--- src/rtl/axis_adc_decim_2ch.sv ---
// Two-channel ADC decimator: each output is the sum of N accepted sample pairs.
// Optional overrun counter port sts_ovr_count is enabled by defining ADC_DECIM_OVR_COUNT_EN.
module axis_adc_decim_2ch #(
    parameter int AXIS_TDATA_WIDTH = 32,
    parameter int CNTR_WIDTH       = 16
) (
    input  logic                          aclk,
    input  logic                          areset,
    input  logic                          cfg_en,
    input  logic [CNTR_WIDTH-1:0]         cfg_data,
    input  logic                          s0_axis_tvalid,
    input  logic [AXIS_TDATA_WIDTH-1:0]   s0_axis_tdata,
    input  logic                          s1_axis_tvalid,
    input  logic [AXIS_TDATA_WIDTH-1:0]   s1_axis_tdata,
    output logic                          m_axis_tvalid,
    input  logic                          m_axis_tready,
    output logic [2*AXIS_TDATA_WIDTH-1:0] m_axis_tdata,
    output logic                          sts_overrun
`ifdef ADC_DECIM_OVR_COUNT_EN
    ,
    output logic [15:0]                   sts_ovr_count
`endif
);

    localparam logic ST_IDLE = 1'b0;
    localparam logic ST_RUN  = 1'b1;

    logic                         state_q, state_d;
    logic [CNTR_WIDTH-1:0]        cnt_q, cnt_d;
    logic [CNTR_WIDTH-1:0]        n_q, n_d;
    logic signed [31:0]           acc_a_q, acc_a_d;
    logic signed [31:0]           acc_b_q, acc_b_d;
    logic signed [31:0]           res_a_q, res_a_d;
    logic signed [31:0]           res_b_q, res_b_d;
    logic                         tvalid_q, tvalid_d;
    logic                         ovr_q, ovr_d;

    logic                         accept;
    logic                         last;
    logic                         drop;
    logic [CNTR_WIDTH-1:0]        cnt_cur;
    logic [CNTR_WIDTH-1:0]        n_cur;
    logic [CNTR_WIDTH-1:0]        n_eff;
    logic [CNTR_WIDTH:0]          cnt_inc;
    logic signed [31:0]           sum_a;
    logic signed [31:0]           sum_b;
    logic signed [AXIS_TDATA_WIDTH-1:0] out_a;
    logic signed [AXIS_TDATA_WIDTH-1:0] out_b;
    logic                         unused_hi;

    // Only the low 16 bits of each input word carry the sample.
    assign unused_hi = ^{s0_axis_tdata[AXIS_TDATA_WIDTH-1:16], s1_axis_tdata[AXIS_TDATA_WIDTH-1:16]};

    // NOTE: every signal driven here gets a default first, so no path leaves a latch behind.
    always_comb begin
        state_d  = cfg_en ? ST_RUN : ST_IDLE;
        cnt_d    = cnt_q;
        n_d      = n_q;
        acc_a_d  = acc_a_q;
        acc_b_d  = acc_b_q;
        res_a_d  = res_a_q;
        res_b_d  = res_b_q;
        tvalid_d = tvalid_q;
        ovr_d    = ovr_q;
        drop     = 1'b0;

        accept  = cfg_en & s0_axis_tvalid & s1_axis_tvalid;
        cnt_cur = (state_q == ST_RUN) ? cnt_q : '0;
        // N comes from cfg_data on the first sample of a block, else from the latched copy.
        n_cur   = (cnt_cur == '0) ? cfg_data : n_q;
        n_eff   = (n_cur == '0) ? {{(CNTR_WIDTH-1){1'b0}}, 1'b1} : n_cur;
        cnt_inc = {1'b0, cnt_cur} + {{CNTR_WIDTH{1'b0}}, 1'b1};
        last    = accept && (cnt_inc == {1'b0, n_eff});
        sum_a   = ((state_q == ST_RUN) ? acc_a_q : 32'sd0)
                  + {{16{s0_axis_tdata[15]}}, s0_axis_tdata[15:0]};
        sum_b   = ((state_q == ST_RUN) ? acc_b_q : 32'sd0)
                  + {{16{s1_axis_tdata[15]}}, s1_axis_tdata[15:0]};

        if (!cfg_en) begin
            cnt_d   = '0;
            acc_a_d = '0;
            acc_b_d = '0;
        end else if (accept) begin
            if (cnt_cur == '0) n_d = cfg_data;
            if (last) begin
                cnt_d   = '0;
                acc_a_d = '0;
                acc_b_d = '0;
            end else begin
                cnt_d   = cnt_inc[CNTR_WIDTH-1:0];
                acc_a_d = sum_a;
                acc_b_d = sum_b;
            end
        end

        // A completed block loads unless an untransferred result is still blocked.
        if (last) begin
            if (!tvalid_q || m_axis_tready) begin
                res_a_d  = sum_a;
                res_b_d  = sum_b;
                tvalid_d = 1'b1;
            end else begin
                ovr_d = 1'b1;
                drop  = 1'b1;
            end
        end else if (tvalid_q && m_axis_tready) begin
            tvalid_d = 1'b0;
        end
    end

    // NOTE: state registers use non-blocking assignments so every flop samples pre-edge values.
    always_ff @(posedge aclk or posedge areset) begin
        if (areset) begin
            state_q  <= ST_IDLE;
            cnt_q    <= '0;
            n_q      <= '0;
            acc_a_q  <= '0;
            acc_b_q  <= '0;
            res_a_q  <= '0;
            res_b_q  <= '0;
            tvalid_q <= 1'b0;
            ovr_q    <= 1'b0;
        end else begin
            state_q  <= state_d;
            cnt_q    <= cnt_d;
            n_q      <= n_d;
            acc_a_q  <= acc_a_d;
            acc_b_q  <= acc_b_d;
            res_a_q  <= res_a_d;
            res_b_q  <= res_b_d;
            tvalid_q <= tvalid_d;
            ovr_q    <= ovr_d;
        end
    end

`ifdef ADC_DECIM_OVR_COUNT_EN
    logic [15:0] ovr_cnt_q, ovr_cnt_d;

    always_comb begin
        ovr_cnt_d = ovr_cnt_q;
        if (drop && (ovr_cnt_q != 16'hFFFF)) ovr_cnt_d = ovr_cnt_q + 16'd1;
    end

    always_ff @(posedge aclk or posedge areset) begin
        if (areset) ovr_cnt_q <= '0;
        else        ovr_cnt_q <= ovr_cnt_d;
    end

    assign sts_ovr_count = ovr_cnt_q;
`endif

    assign out_a         = res_a_q;
    assign out_b         = res_b_q;
    assign m_axis_tdata  = {out_b, out_a};
    assign m_axis_tvalid = tvalid_q;
    assign sts_overrun   = ovr_q;

endmodule
--- config.mk ---
export PLATFORM = sky130hd
export DESIGN_NAME = axis_adc_decim_2ch
export DESIGN_NICKNAME = d
export VERILOG_FILES = /design/src/rtl/axis_adc_decim_2ch.sv
export SDC_FILE = /design/constraint.sdc
export NUM_CORES = 1
export LEC_CHECK = 0
export ABC_AREA = 1
export CORE_MARGIN = 1.5
export CORE_UTILIZATION = 55
export DETAILED_ROUTE_END_ITERATION = 6
export PLACE_DENSITY = 0.79
export SETUP_SLACK_MARGIN = 0.1
export SLEW_MARGIN = 20
export SYNTH_ARGS = -nofsm -noshare
export SYNTH_HDL_FRONTEND = slang
export SYNTH_SLANG_ARGS = --single-unit
--- constraint.sdc ---
create_clock -name aclk -period 13.1 [get_ports aclk]
set_input_delay 1.31 -clock aclk [delete_from_list [all_inputs] [get_ports aclk]]
set_output_delay 1.31 -clock aclk [all_outputs]
set_load 0.01 [all_outputs]
==> run metrics <==
status=finished, final reports clean; Fin Setup TNS=0 ps; Crit Path Class=flop to flop; Synth Instances=1617; CP endpoint kind=flop; CP max stage delay=860 ps; post-route cell area=13200 µm²; area post-placement=12600 µm²; Worst Hold Class=flop to flop; commonest non-fill, non-tap cells in the layout=nand2_1 (600), dfrtp_1 (162), inv_1 (161); min-delay src=out_a[13]; RSZ-0062 raised after global routing=no; root buf cell=clkbuf_16; cell mode on critical path=nand2_1; FMAX=221 MHz; clk_lat worst skew=430 ps; Lkg Pwr=7.44 nW; Cell variety after synth=41; P per Cell Area=93.9 nW/µm²; grt total ovfl=0; CP Data Required Time=13460 ps; DR iter-0 viols=899; # resized after CTS=0; Max transition margin=35.8%; placed wire-length estimate=20900 µm; syn_area_per_cell=7.03 µm²; synthesized area=11400 µm²; sequential area share after synthesis=35.9%; DR vias=10900; setup bufs post-CTS=0; core box area=20200 µm²; Yosys reg bits=163; most common cell after layout, fill and taps aside=nand2_1; final worst-path cycle share=34.6%; Reg2Reg Launch Point=state_q; die area=21500 µm²; WL/cell=15.2 µm; Worst-Margin Slew=962 ps; non-filler cells, final=1983; Die Span X=147 µm; Final setup viols=0; Row Count=52; Yosys warning count=0; Final min period=4530 ps; ys flop type=dfrtp_1; Initial Utilization=56.2%; GRT Overall Usage=29.1%; Final Hold Fails=0; Slowest cell on crit path=dfrtp_2; worst-path maximum fanout=51; drt total wl=30200 µm; drt via density=5.48; n_diodes=0; Slew Limit Fails=0; GPL Wtd Cong=0.938; DRC Markers=0; antenna viol nets, final=0; vias in the first global route=10200; nets@finish=1852; CTS tree=yes; clock tree buffer depth=2; Placed Instances=1950; die span in y=147 µm; Fill cells=1829; htree depth=4; drt first pass iters=6; number of synthesized flops with an enable pin=0; async set or reset register ratio after synthesis=100%; Worst Setup SP=state_q; clock skew=10.3 ps; cts hold-fix bufs=0; critical path cell sequence=buf_4 -> nand2_1 -> inv_2 -> nand2_1 -> nor2_2 -> inv_2 -> nor2_1 -> nand2_1 -> nand2_1 -> nand2_1 -> nand2_1 -> inv_1 -> nor2_1 -> nand2_1 -> nor2_2 -> nand4_1 -> nor2_4 -> buf_4 -> nand4_1 -> nand2_1; total CTS buffers=17; cell family with most CP delay=simple AND/OR/NAND/NOR gates; Pwr Total=1.24 mW; crit path DAT=4890 ps; share of layout cells above drive strength 1=4.09%; Max Cap Viol=0; IO Port Bufs=119; largest net degree at the start of global routing=105; IO Pins=152; Num Clock Sinks=163; VDD IR max=0.0921 mV; crit path buf inv count=5; initial antenna violation count=0; Clock transition at path regs=70 ps; first-pass GRT wire length=50800 µm; Area Growth Syn to Fin=16.3%; Critical Path Start Type=flop; Mapped Nets=1769
-- worst register-to-register path: cells and delay by family (launching register included) --
family                 cells  cell delay, ps
buffers and inverters      5            1350
flip-flops                 1             860
AND/OR/NAND/NOR           15            2260
-- layout make-up --
type                    count  area, µm²  area share [%]
repair buffers            128       1270            9.62
clock buffers              18        439            3.32
well taps                 270        338            2.56
multi-input cells        1219       6310            47.8
flip-flops and latches    163       4080            30.9
clock inverters            14        128           0.966
inverters                 171        649            4.91
-- state kept, by name, indices dropped and copies added, names as in the netlist --
register       cells
acc_b_q           32
sts_overrun        1
out_b             32
state_q            1
out_a             32
cnt_q             16
acc_a_q           32
m_axis_tvalid      1
n_q               16
-- cell usage after synthesis (all sizes together) (4+ instances only) --
cell type,n,area [µm²]
a21o,7,52.6
xnor2,15,131
o21a,4,30.0
xor2,52,455
nor2,82,340
buf,31,224
a31oi,8,50.1
inv,171,642
clkbuf,33,124
ha,64,801
nand4,84,541
o21bai,7,52.6
nand3,105,536
o21ai,72,364
nor3,12,60.1
a21oi,76,380
nand2,606,2290
dfrtp,163,4080
a21boi,4,30.0
-- routing by layer --
layer | wire (µm) | share of wire [%] | GRT usage [%]
met5 | 0 | 0 | 0
met4 | 368 | 1.2 | 6.82
met3 | 1630 | 5.4 | 4.91
met2 | 13700 | 45 | 45.5
met1 | 14500 | 48 | 42.2
-- power breakdown --
| group | switching, mW | total, mW | leakage, nW | internal, mW |
|---|---|---|---|---|
| clock network | 0.220 | 0.489 | 0.282 | 0.269 |
| registers | 0.0142 | 0.540 | 2.22 | 0.526 |
| logic | 0.137 | 0.211 | 4.93 | 0.0741 |
-- per-stage QoR --
step	setup slack, ps	util [%]	hold slack (ps)
3_3_place_gp	8680	62.4	454
6_report	8570	65.3	471
2_1_floorplan	7390	-	449
3_5_place_dp	8640	62.4	459
4_1_cts	8610	65.2	475
5_1_grt	8100	65.3	490
-- path summary, 6_finish.rpt --
kind | depth (start not counted) | end | slack (ps)
min in group asynchronous | 2 | out_a[29] | 1470
min | 2 | out_a[13] | 470
max reg2reg | 20 | out_b[1] | 8570
min reg2reg | 2 | out_a[13] | 470
max | 20 | out_b[1] | 8570
max in group asynchronous | 3 | out_a[2] | 10310
-- kinds of logic (layout without fill, tap and decap cells) --
group                      count (synthesis)  in the layout  share of synthesized area (%)
AOI/OAI and AO/OA                        192            192                           9.39
xor gates and xnor gates                  67             67                           5.16
adders and majority gates                 66             66                           7.40
buffers and inverters                    235            331                           8.71
DFF                                      163            163                           35.9
and+or+nand+nor                          894            894                           33.5
No activity file was read; power rests on OpenSTA's default activity.
